## config.mk

```make
export PLATFORM = sky130hd
export DESIGN_NAME = rv32i_decode_alu
export DESIGN_NICKNAME = d
export VERILOG_FILES = /design/src/rtl/rv32i_pkg.sv /design/src/rtl/rv32i_instr_decode.sv /design/src/rtl/rv32i_decode_alu.sv
export SDC_FILE = /design/constraint.sdc
export NUM_CORES = 1
export LEC_CHECK = 0
export CORE_ASPECT_RATIO = 1.1
export CORE_MARGIN = 2
export CORE_UTILIZATION = 36
export CTS_BUF_LIST = sky130_fd_sc_hd__clkbuf_16
export DETAILED_ROUTE_END_ITERATION = 12
export GPL_TIMING_DRIVEN = 0
export MAX_ROUTING_LAYER = met4
export SETUP_SLACK_MARGIN = 0.1
export SLEW_MARGIN = 10
export SYNTH_ARGS = -nofsm -noshare
export SYNTH_HDL_FRONTEND = slang
export SYNTH_SLANG_ARGS = --single-unit
```

## constraint.sdc

```tcl
create_clock -name clk -period 1.3 [get_ports clk]
set_input_delay 0.26 -clock clk [delete_from_list [all_inputs] [get_ports clk]]
set_output_delay 0.26 -clock clk [all_outputs]
set_load 0.05 [all_outputs]
```

## src/rtl/rv32i_pkg.sv

```systemverilog
// Shared RV32I definitions: opcode constants, instruction-class one-hot
// encoding and ALU / branch / store funct3 constants.
package rv32i_pkg;

   // Major opcodes (instr[6:0])
   localparam logic [6:0] OP_ALUREG = 7'b0110011;
   localparam logic [6:0] OP_ALUIMM = 7'b0010011;
   localparam logic [6:0] OP_BRANCH = 7'b1100011;
   localparam logic [6:0] OP_JAL    = 7'b1101111;
   localparam logic [6:0] OP_JALR   = 7'b1100111;
   localparam logic [6:0] OP_AUIPC  = 7'b0010111;
   localparam logic [6:0] OP_LUI    = 7'b0110111;
   localparam logic [6:0] OP_LOAD   = 7'b0000011;
   localparam logic [6:0] OP_STORE  = 7'b0100011;
   localparam logic [6:0] OP_SYSTEM = 7'b1110011;

   // Bit positions inside the class one-hot vector.
   // Ordered so that {ALUreg ... SYSTEM} reads MSB to LSB.
   typedef enum logic [3:0] {
      CLS_SYSTEM = 4'd0,
      CLS_STORE  = 4'd1,
      CLS_LOAD   = 4'd2,
      CLS_LUI    = 4'd3,
      CLS_AUIPC  = 4'd4,
      CLS_JALR   = 4'd5,
      CLS_JAL    = 4'd6,
      CLS_BRANCH = 4'd7,
      CLS_ALUIMM = 4'd8,
      CLS_ALUREG = 4'd9
   } cls_idx_e;

   typedef logic [9:0] cls_t;

   // ALU operations selected by funct3
   localparam logic [2:0] F3_ADD  = 3'b000;
   localparam logic [2:0] F3_SLL  = 3'b001;
   localparam logic [2:0] F3_SLT  = 3'b010;
   localparam logic [2:0] F3_SLTU = 3'b011;
   localparam logic [2:0] F3_XOR  = 3'b100;
   localparam logic [2:0] F3_SR   = 3'b101;
   localparam logic [2:0] F3_OR   = 3'b110;
   localparam logic [2:0] F3_AND  = 3'b111;

   // Branch conditions selected by funct3
   localparam logic [2:0] F3_BEQ  = 3'b000;
   localparam logic [2:0] F3_BNE  = 3'b001;
   localparam logic [2:0] F3_BLT  = 3'b100;
   localparam logic [2:0] F3_BGE  = 3'b101;
   localparam logic [2:0] F3_BLTU = 3'b110;
   localparam logic [2:0] F3_BGEU = 3'b111;

   // Store widths selected by funct3
   localparam logic [2:0] F3_SB   = 3'b000;
   localparam logic [2:0] F3_SH   = 3'b001;
   localparam logic [2:0] F3_SW   = 3'b010;

   // One-hot vector with only the given class bit set.
   function automatic cls_t cls_onehot(input cls_idx_e idx);
      return cls_t'(1) << idx;
   endfunction

endpackage

```

## src/rtl/rv32i_instr_decode.sv

```systemverilog
// Purely combinational RV32I instruction decoder: class one-hot, register
// fields and all sign-extended immediate forms.
module rv32i_instr_decode
   import rv32i_pkg::*;
(
   input  logic [31:0] instr,
   output logic [9:0]  cls,
   output logic [4:0]  rd,
   output logic [4:0]  rs1,
   output logic [4:0]  rs2,
   output logic [2:0]  funct3,
   output logic        alt,
   output logic [31:0] imm_i,
   output logic [31:0] imm_s,
   output logic [31:0] imm_b,
   output logic [31:0] imm_u,
   output logic [31:0] imm_j
);

   // Register and function fields sit at fixed positions in every format.
   always_comb begin
      rd     = instr[11:7];
      funct3 = instr[14:12];
      rs1    = instr[19:15];
      rs2    = instr[24:20];
      alt    = instr[30];
   end

   // Immediates, all sign-extended from instr[31].
   always_comb begin
      imm_i = {{20{instr[31]}}, instr[31:20]};
      imm_s = {{20{instr[31]}}, instr[31:25], instr[11:7]};
      imm_b = {{19{instr[31]}}, instr[31], instr[7], instr[30:25], instr[11:8], 1'b0};
      imm_u = {instr[31:12], 12'b0};
      imm_j = {{11{instr[31]}}, instr[31], instr[19:12], instr[20], instr[30:21], 1'b0};
   end

   // Opcode to class one-hot; unknown opcodes leave every class bit clear.
   always_comb begin
      cls = '0;
      unique case (instr[6:0])
         OP_ALUREG: cls = cls_onehot(CLS_ALUREG);
         OP_ALUIMM: cls = cls_onehot(CLS_ALUIMM);
         OP_BRANCH: cls = cls_onehot(CLS_BRANCH);
         OP_JAL:    cls = cls_onehot(CLS_JAL);
         OP_JALR:   cls = cls_onehot(CLS_JALR);
         OP_AUIPC:  cls = cls_onehot(CLS_AUIPC);
         OP_LUI:    cls = cls_onehot(CLS_LUI);
         OP_LOAD:   cls = cls_onehot(CLS_LOAD);
         OP_STORE:  cls = cls_onehot(CLS_STORE);
         OP_SYSTEM: cls = cls_onehot(CLS_SYSTEM);
         default:   cls = '0;
      endcase
   end

endmodule

```

## src/rtl/rv32i_decode_alu.sv

```systemverilog
// RV32I decode + ALU stage with one cycle of latency: decodes the instruction,
// computes ALU result, compare flags, branch decision, next PC, writeback and
// store data/mask, and registers everything when in_valid is high.
// Optional: define ALU_TRACE_EN to print "PC=<pc> <class>" per accepted
// instruction in simulation.
module rv32i_decode_alu
   import rv32i_pkg::*;
(
   input  logic        clk,
   input  logic        rst_n,
   input  logic        in_valid,
   input  logic [31:0] instr,
   input  logic [31:0] pc,
   input  logic [31:0] rs1_data,
   input  logic [31:0] rs2_data,
   output logic [4:0]  rs1,
   output logic [4:0]  rs2,
   output logic        out_valid,
   output logic [9:0]  cls,
   output logic [4:0]  rd,
   output logic [2:0]  funct3,
   output logic [31:0] result,
   output logic        reg_we,
   output logic [31:0] next_pc,
   output logic        eq,
   output logic        lt,
   output logic        ltu,
   output logic        take_branch,
   output logic [31:0] mem_addr,
   output logic [31:0] store_data,
   output logic [3:0]  store_mask
);

   logic [9:0]  dec_cls;
   logic [4:0]  dec_rd;
   logic [2:0]  dec_funct3;
   logic        dec_alt;
   logic [31:0] imm_i, imm_s, imm_b, imm_u, imm_j;

   rv32i_instr_decode u_decode (
      .instr  (instr),
      .cls    (dec_cls),
      .rd     (dec_rd),
      .rs1    (rs1),
      .rs2    (rs2),
      .funct3 (dec_funct3),
      .alt    (dec_alt),
      .imm_i  (imm_i),
      .imm_s  (imm_s),
      .imm_b  (imm_b),
      .imm_u  (imm_u),
      .imm_j  (imm_j)
   );

   logic is_alureg, is_aluimm, is_branch, is_jal, is_jalr;
   logic is_auipc, is_lui, is_store;

   assign is_alureg = dec_cls[CLS_ALUREG];
   assign is_aluimm = dec_cls[CLS_ALUIMM];
   assign is_branch = dec_cls[CLS_BRANCH];
   assign is_jal    = dec_cls[CLS_JAL];
   assign is_jalr   = dec_cls[CLS_JALR];
   assign is_auipc  = dec_cls[CLS_AUIPC];
   assign is_lui    = dec_cls[CLS_LUI];
   assign is_store  = dec_cls[CLS_STORE];

   // Combinational results of this stage, before the output registers.
   logic [31:0] alu_op2, alu_out;
   logic [4:0]  shamt;
   logic        eq_c, lt_c, ltu_c, take_branch_c;
   logic [31:0] result_c, next_pc_c, mem_addr_c, store_data_c;
   logic        reg_we_c, writes_rd;
   logic [3:0]  store_mask_c;

   // ALU: second operand is rs2 for register ops and branches, else I-imm.
   always_comb begin
      alu_op2 = (is_alureg || is_branch) ? rs2_data : imm_i;
      shamt   = alu_op2[4:0];
      alu_out = '0;
      unique case (dec_funct3)
         F3_ADD:  alu_out = (is_alureg && dec_alt) ? (rs1_data - alu_op2) : (rs1_data + alu_op2);
         F3_SLL:  alu_out = rs1_data << shamt;
         F3_SLT:  alu_out = {31'b0, $signed(rs1_data) < $signed(alu_op2)};
         F3_SLTU: alu_out = {31'b0, rs1_data < alu_op2};
         F3_XOR:  alu_out = rs1_data ^ alu_op2;
         F3_SR:   alu_out = dec_alt ? 32'($signed(rs1_data) >>> shamt) : (rs1_data >> shamt);
         F3_OR:   alu_out = rs1_data | alu_op2;
         F3_AND:  alu_out = rs1_data & alu_op2;
         default: alu_out = '0;
      endcase
   end

   // Register compare flags (computed for every instruction) and branch decision.
   always_comb begin
      eq_c          = (rs1_data == rs2_data);
      lt_c          = ($signed(rs1_data) < $signed(rs2_data));
      ltu_c         = (rs1_data < rs2_data);
      take_branch_c = 1'b0;
      if (is_branch) begin
         unique case (dec_funct3)
            F3_BEQ:  take_branch_c = eq_c;
            F3_BNE:  take_branch_c = !eq_c;
            F3_BLT:  take_branch_c = lt_c;
            F3_BGE:  take_branch_c = !lt_c;
            F3_BLTU: take_branch_c = ltu_c;
            F3_BGEU: take_branch_c = !ltu_c;
            default: take_branch_c = 1'b0;
         endcase
      end
   end

   // Writeback value/enable and next program counter.
   always_comb begin
      result_c  = '0;
      writes_rd = 1'b0;
      next_pc_c = pc + 32'd4;
      if (is_jal) begin
         result_c  = pc + 32'd4;
         writes_rd = 1'b1;
         next_pc_c = pc + imm_j;
      end else if (is_jalr) begin
         result_c  = pc + 32'd4;
         writes_rd = 1'b1;
         next_pc_c = (rs1_data + imm_i) & ~32'd1;
      end else if (is_lui) begin
         result_c  = imm_u;
         writes_rd = 1'b1;
      end else if (is_auipc) begin
         result_c  = pc + imm_u;
         writes_rd = 1'b1;
      end else if (is_alureg || is_aluimm) begin
         result_c  = alu_out;
         writes_rd = 1'b1;
      end else if (is_branch && take_branch_c) begin
         next_pc_c = pc + imm_b;
      end
      // x0 is hardwired to zero, so never request a write to it
      reg_we_c = writes_rd && (dec_rd != 5'd0);
   end

   // Memory address and store lane steering.
   always_comb begin
      mem_addr_c   = is_store ? (rs1_data + imm_s) : (rs1_data + imm_i);
      store_data_c = '0;
      store_mask_c = '0;
      if (is_store) begin
         unique case (dec_funct3)
            F3_SB: begin
               store_data_c = {4{rs2_data[7:0]}};
               store_mask_c = 4'b0001 << mem_addr_c[1:0];
            end
            F3_SH: begin
               store_data_c = {2{rs2_data[15:0]}};
               store_mask_c = mem_addr_c[1] ? 4'b1100 : 4'b0011;
            end
            F3_SW: begin
               store_data_c = rs2_data;
               store_mask_c = 4'b1111;
            end
            default: begin
               store_data_c = '0;
               store_mask_c = '0;
            end
         endcase
      end
   end

   // Output register state
   logic        out_valid_q, out_valid_d;
   logic [9:0]  cls_q, cls_d;
   logic [4:0]  rd_q, rd_d;
   logic [2:0]  funct3_q, funct3_d;
   logic [31:0] result_q, result_d;
   logic        reg_we_q, reg_we_d;
   logic [31:0] next_pc_q, next_pc_d;
   logic        eq_q, eq_d, lt_q, lt_d, ltu_q, ltu_d;
   logic        take_branch_q, take_branch_d;
   logic [31:0] mem_addr_q, mem_addr_d;
   logic [31:0] store_data_q, store_data_d;
   logic [3:0]  store_mask_q, store_mask_d;

   // Load new results only for a valid instruction; otherwise hold.
   always_comb begin
      out_valid_d   = in_valid;
      cls_d         = cls_q;
      rd_d          = rd_q;
      funct3_d      = funct3_q;
      result_d      = result_q;
      reg_we_d      = reg_we_q;
      next_pc_d     = next_pc_q;
      eq_d          = eq_q;
      lt_d          = lt_q;
      ltu_d         = ltu_q;
      take_branch_d = take_branch_q;
      mem_addr_d    = mem_addr_q;
      store_data_d  = store_data_q;
      store_mask_d  = store_mask_q;
      if (in_valid) begin
         cls_d         = dec_cls;
         rd_d          = dec_rd;
         funct3_d      = dec_funct3;
         result_d      = result_c;
         reg_we_d      = reg_we_c;
         next_pc_d     = next_pc_c;
         eq_d          = eq_c;
         lt_d          = lt_c;
         ltu_d         = ltu_c;
         take_branch_d = take_branch_c;
         mem_addr_d    = mem_addr_c;
         store_data_d  = store_data_c;
         store_mask_d  = store_mask_c;
      end
   end

   // Output registers, cleared immediately by reset.
   always_ff @(posedge clk or negedge rst_n) begin
      if (!rst_n) begin
         out_valid_q   <= 1'b0;
         cls_q         <= '0;
         rd_q          <= '0;
         funct3_q      <= '0;
         result_q      <= '0;
         reg_we_q      <= 1'b0;
         next_pc_q     <= '0;
         eq_q          <= 1'b0;
         lt_q          <= 1'b0;
         ltu_q         <= 1'b0;
         take_branch_q <= 1'b0;
         mem_addr_q    <= '0;
         store_data_q  <= '0;
         store_mask_q  <= '0;
      end else begin
         out_valid_q   <= out_valid_d;
         cls_q         <= cls_d;
         rd_q          <= rd_d;
         funct3_q      <= funct3_d;
         result_q      <= result_d;
         reg_we_q      <= reg_we_d;
         next_pc_q     <= next_pc_d;
         eq_q          <= eq_d;
         lt_q          <= lt_d;
         ltu_q         <= ltu_d;
         take_branch_q <= take_branch_d;
         mem_addr_q    <= mem_addr_d;
         store_data_q  <= store_data_d;
         store_mask_q  <= store_mask_d;
      end
   end

   assign out_valid   = out_valid_q;
   assign cls         = cls_q;
   assign rd          = rd_q;
   assign funct3      = funct3_q;
   assign result      = result_q;
   assign reg_we      = reg_we_q;
   assign next_pc     = next_pc_q;
   assign eq          = eq_q;
   assign lt          = lt_q;
   assign ltu         = ltu_q;
   assign take_branch = take_branch_q;
   assign mem_addr    = mem_addr_q;
   assign store_data  = store_data_q;
   assign store_mask  = store_mask_q;

`ifdef ALU_TRACE_EN
   function automatic string cls_name(input logic [9:0] c);
      if (c[CLS_ALUREG]) return "ALUreg";
      if (c[CLS_ALUIMM]) return "ALUimm";
      if (c[CLS_BRANCH]) return "Branch";
      if (c[CLS_JAL])    return "JAL";
      if (c[CLS_JALR])   return "JALR";
      if (c[CLS_AUIPC])  return "AUIPC";
      if (c[CLS_LUI])    return "LUI";
      if (c[CLS_LOAD])   return "Load";
      if (c[CLS_STORE])  return "Store";
      if (c[CLS_SYSTEM]) return "SYSTEM";
      return "unknown";
   endfunction

   // Simulation trace of every accepted instruction.
   always_ff @(posedge clk) begin
      if (rst_n && in_valid) begin
         $display("PC=%08h %s", pc, cls_name(dec_cls));
      end
   end
`endif

endmodule

```

# ---- Yosys cells after proc, flatten, opt, wreduce, memory -nomap -nowiden
# Cells that the tools add are included.
dict set report totals {
  out_inout_bits 166
  word_cells 90
  in_bits 131
  reg_bits 156
}
dict set report op_classes {
  order_cmp 4
  n_addsub 8
  eq_ne 18
  reduce_logical 10
  bitwise 3
  shifts 4
  mux 29
}
# cell n
set op_table {}
lappend op_table {{2-to-1 mux 32 bit} 16}
lappend op_table {{one-hot mux 32 bit (8 select lines)} 1}
lappend op_table {{adder 32 bit} 6}
lappend op_table {{< comparator 32 bit} 4}
lappend op_table {{one-hot mux 10 bit (10 select lines)} 1}
lappend op_table {{one-hot mux 32 bit (3 select lines)} 1}
lappend op_table {{adder 32 x 3 -> 32 bit, second input constant} 1}
lappend op_table {{AND 32 bit} 1}
lappend op_table {{== test 32 bit} 1}
lappend op_table {{bitwise OR 32 bit} 1}
lappend op_table {{<< shifter 32 x 5 -> 32 bit} 1}
lappend op_table {{>> shifter 32 x 5 -> 32 bit} 1}
lappend op_table {{>>> shifter 32 x 5 -> 32 bit} 1}
lappend op_table {{subtractor 32 bit} 1}
lappend op_table {{bitwise XOR 32 bit} 1}
lappend op_table {{== test 7 bit, second input constant} 4}
lappend op_table {{== test 7 x 6 -> 1 bit, second input constant} 3}
lappend op_table {{== test 7 x 5 -> 1 bit, second input constant} 2}
lappend op_table {{== test 3 bit, second input constant} 4}
lappend op_table {{one-hot mux 4 bit (3 select lines)} 1}
lappend op_table {{2-to-1 mux 4 bit} 2}
lappend op_table {{== test 7 x 2 -> 1 bit, second input constant} 1}
lappend op_table {{== test 3 x 2 -> 1 bit, second input constant} 2}
lappend op_table {{2-to-1 mux 1 bit} 6}
lappend op_table {{8 further kinds} 13}

# ---- Logic depth before layout (Yosys ltp)
dict set report logic_depth {
  depth_word 12
  depth_mapped 21
  depth_no_buf 16
}

# ---- Hierarchy
# Synthesis repeated with hierarchy kept, for this count alone.
dict set report unflattened {
  hier_cells 3755
  hier_area_um2 27691.6
}
# module area_per_inst_um2 cells_each seq_area_each_um2 n_inst
set modules_own_cells {}
lappend modules_own_cells {rv32i_decode_alu 26212.6 3558 3903.7 1}
lappend modules_own_cells {rv32i_instr_decode 1478.9 197 0.0 1}

# ---- Worst setup path after synthesis
# OpenSTA, ideal clock, no wires.
dict set report synth_timing {
  kind {input -> register}
  from {input port instr[2]}
  to {register result_q[31], in the netlist result[31]}
  slack_ps -3055
  path_buffers 4
  setup_time_ps 101
  required_ps 1199
  t_arrival_ps 4255
  cell_stages 19
  cell_sequence {and4bb_2 > buf_2 > nand3_1 > clkbuf_1 > and2_1 > clkbuf_1 > a21o_1 > ha_1 > clkbuf_1 > nand4_1 > o211ai_1 > a2111oi_2 > a21oi_1 > a211oi_1 > o31ai_1 > a31oi_1 > mux2i_1 > a41o_1 > o32ai_1}
}
dict set report synth_via {
  elab_chain_len 12
  elab_cells_between_ends 31
}
# item line_no
set synth_rtl {}
lappend synth_rtl {{from (decl)} rv32i_decode_alu.sv:12} ;# input logic [31:0] instr,
lappend synth_rtl {{== test 7 bit (tied with other cells)} rv32i_instr_decode.sv:41} ;# unique case (instr[6:0])
lappend synth_rtl {{one-hot mux 10 bit (10 select lines) (*)} rv32i_instr_decode.sv:41}
lappend synth_rtl {{logical OR 1 bit} rv32i_decode_alu.sv:77} ;# alu_op2 = (is_alureg || is_branch) ? rs2_data : imm_i;
lappend synth_rtl {{2-to-1 mux 32 bit} rv32i_decode_alu.sv:77}
lappend synth_rtl {{adder 32 bit (tied with other cells)} rv32i_decode_alu.sv:81} ;# F3_ADD: alu_out = (is_alureg && dec_alt) ? (rs1_data - alu_op2) : (rs1_data + alu_op2);
lappend synth_rtl {{2-to-1 mux 32 bit, on equally long branches} {rv32i_decode_alu.sv:81, rv32i_decode_alu.sv:86}}
lappend synth_rtl {{one-hot mux 32 bit (8 select lines)} rv32i_decode_alu.sv:80} ;# unique case (dec_funct3)
lappend synth_rtl {{2-to-1 mux 32 bit} rv32i_decode_alu.sv:131} ;# end else if (is_alureg || is_aluimm) begin
lappend synth_rtl {{2-to-1 mux 32 bit} rv32i_decode_alu.sv:128} ;# end else if (is_auipc) begin
lappend synth_rtl {{2-to-1 mux 32 bit} rv32i_decode_alu.sv:125} ;# end else if (is_lui) begin
lappend synth_rtl {{2-to-1 mux 32 bit} rv32i_decode_alu.sv:121} ;# end else if (is_jalr) begin
lappend synth_rtl {{2-to-1 mux 32 bit (*)} rv32i_decode_alu.sv:117} ;# if (is_jal) begin
lappend synth_rtl {{to (signal assigned)} rv32i_decode_alu.sv:237} ;# result_q <= result_d;
lappend synth_rtl {{to (decl)} rv32i_decode_alu.sv:173} ;# logic [31:0] result_q, result_d;
# Every way passes the cells marked *; elsewhere a longest branch is shown, timed or not.
# A chain may end at the register's enable or synchronous reset.

# ---- Worst setup path after layout
dict set report layout_timing {
  from {input port instr[3]}
  to {register result_q[30], in the netlist result[30]}
}
# Same word-level chain as after synthesis.

==> flow_metrics.tcl <==
set metrics [dict create \
    ir_drop_mv 0.6808 \
    slowest_stage "mux2i_1" \
    synthTopCellsByArea "dfrtp_1 (16%), ha_1 (11%), a21oi_1 (7.0%), o21ai_0 (4.8%), xnor2_1 (4.7%)" \
    vias_per_cell 6.851 \
    finalMaxSlewViolations 0 \
    netlist_instances 3450 \
    cp-end-kind "flip-flop" \
    synth_commonest_cells "a21oi_1 (351), nor2_1 (272), nand2_1 (266)" \
    multi_input_area_um2 23720 \
    grt_pass1_vias 31542 \
    critPathLaunchType "input pin" \
    synthFlopType "dfrtp_1" \
    die_width_um 255.3 \
    fin_skew_ns 0 \
    ys_types 103 \
    synth_edf_count 0 \
    finalSetupTns_ns -284.93 \
    syn_avg_cell_area_um2 7.250 \
    dp.final_hpwl_mm 137.1 \
    setup_viol 320 \
    routedLengthMet1_mm 65.63 \
    worstPathMaxFanout 7 \
    final_antenna_net_count 0 \
    cts_tree "built" \
    utilization 0.5397 \
    p_per_area_nw_per_um2 806.7 \
    die_area_um2 71610 \
    cts_buffer_depth 2 \
    initial_utilization 0.3632 \
    crit_arrival_ns 4.52 \
    wl_per_cell_um 36.65 \
    status "complete, but fails checks" \
    clock_latency_ns 0.51 \
    setup_ws_ns -2.824 \
    syn-num-nets 3809 \
    routed-wl-met2_mm 73.95 \
    critPathBufInv 5 \
    port_buffers 290 \
    die_h_um 280.5 \
    grt_pass1_wl_mm 245.3 \
    gp_congestion 1.136 \
    antenna_found_initial 7 \
    drc_errors 0 \
    vias 33544 \
    hold_ws_ns -0.3317 \
    final.min_clock_period_ns 4.124 \
    dp_slack_ns -5.001 \
    cts_sinks 156 \
    coreArea_um2 68870 \
    fmax_mhz 242.5 \
    hold_path.class "input pin to async pin" \
    synth_async_sr_flop_share 1.000 \
    total_power_uw 29990 \
    synth.most_common_cell "a21oi_1" \
    synth_top_area_cell "dfrtp_1" \
    root_buffer "clkbuf_16" \
    layout.nets 4307 \
    cp_cell_sequence "buf_12, and4bb_4, buf_8, nand3_4, clkbuf_16, buf_4, buf_4, mux2i_1, nor2_1, nand2_1, o21ai_0, a2bb2oi_1, a41oi_1, o21ai_0, nand3_1" \
    num_io_pins 297 \
    tightest_slew_ns 1.339 \
    yosysSeqAreaShare 0.1561 \
    rsz0062_at_grt "yes" \
    overflow 0 \
    crit_type "input pin to flip-flop" \
    seq_area_um2 3910 \
    firstDrtPassIters 9 \
    top_layer "met4" \
    yosys_warnings 0 \
    synth-seq-cells 156 \
    critPathTopFamily "compound AO/OA/AOI/OAI gates" \
    synth.top_cell.area_share 0.1561 \
    htreeDepth 4 \
    dr.first_iter.drc_count 4370 \
    grt_usage 0.4956 \
    syn_area_um2 25010 \
    drv_cap 0 \
    layout-area-overhead-vs-synth_pct 48.59 \
    clkTransAtPathRegs_ns 0.08 \
    relSlewSlack 0.1074 \
    drive_gt1_frac 0.3086 \
    slowest_delay_ns 0.94 \
    wl_mm 179.4 \
    leakage_uw 0.01479 \
    numCtsBuffers 17 \
    route.met3.wl_mm 20.50 \
    post-route-period-util 3.173 \
    num_rows 101 \
    violations "hold timing, setup timing" \
    hold_viol_final 61 \
    required_ns 1.69 \
    n_fill_cell 6616 \
    grt_max_degree 96 \
]
-- flip-flops by register name, summed over array words and instances, names as in the netlist, 3 cells and up --
register	cells
cls	10
funct3	3
mem_addr	32
next_pc	32
rd	5
result	32
store_data	32
store_mask	4
-- through the flow --
stage / area (um2) / std cells
after global routing: 37160 / 4893
after floorplan: 26640 / 3450
after global placement: 30710 / 4667
final: 37170 / 4896
after CTS: 35550 / 4825
after detailed placement: 30790 / 4671
-- cell usage in the layout (no fill, tap or decap), types with 32 or more instances in the layout --
master and instances:
buf_2 35, o21ai_2 41, nand3_1 128, a21oi_1 262, xor2_1 32, buf_12 33, ha_1 139, o21ai_1 73
mux2i_1 58, clkbuf_1 50, o21ai_0 140, nand2b_1 38, a21oi_2 76, dfrtp_1 151, clkdlybuf4s50_1 168, o21bai_1 33
xnor2_2 35, nor3_1 60, mux2_2 34, xnor2_1 93, nand2_1 252, buf_6 67, buf_4 208, o211ai_1 76
a21o_1 77, nor2_1 245, clkbuf_2 37, nand4_1 45, inv_1 147, ha_4 58, a31oi_1 39
-- cell families after synthesis --
kind of cell | share of synthesized area
buffers and inverters | 0.06928
flip-flops | 0.1561
AO/OA/AOI/OAI | 0.3511
XOR/XNOR | 0.06413
AND/OR/NAND/NOR | 0.1913
multiplexers | 0.05227
adder cells (fa/ha/maj) | 0.1158
-- power by group --
part / leakage, uW / internal (uW) / total [uW] / switching (uW)
clock: 0.000280 / 2710 / 5550 / 2840
combinational: 0.0126 / 6720 / 18800 / 12100
sequential: 0.00194 / 5300 / 5620 / 322
-- timing repair --
action / in CTS / in global routing
pin swaps: 218 / 171
gates cloned: 3 / 0
endpoints found under the setup margin: 321 / 321
gates resized for setup: 1226 / 281
setup buffers: 146 / 70
endpoints found under the hold margin: 61 / 61
-- per-layer routing --
metal | vias up | track usage
met5 | - | -
li1 | 13895 | -
met1 | 16294 | 0.5717
met3 | 874 | 0.1296
met4 | 0 | 0.4158
met2 | 2481 | 0.7191
-- path summary, 6_finish.rpt --
check	from	endpoint	slack [ns]	cells past startpoint
max	instr[3]	result[30]	-2.82	15
min reg2reg	store_data[8]	store_data[8]	0.49	1
max reg2reg	result[9]	result[9]	-0.58	4
min	rst_n	mem_addr[22]	-0.33	1
min in group clk	rs2_data[18]	store_data[18]	0.04	3
max in group asynchronous	rst_n	result[31]	0.68	2
-- final cells by class --
| class | instances | share of cell area |
|---|---|---|
| Multi-Input combinational cell | 2859 | 0.6381 |
| Tap cell | 927 | 0.03120 |
| Clock buffer | 17 | 0.01145 |
| Antenna cell | 9 | 0.0006059 |
| Clock inverter | 14 | 0.004208 |
| Timing Repair Buffer | 510 | 0.1326 |
| Inverter | 193 | 0.02225 |
| Sequential cell | 156 | 0.1052 |
| Buffer | 211 | 0.05443 |
Note: power is estimated with default switching activity, not from simulation.
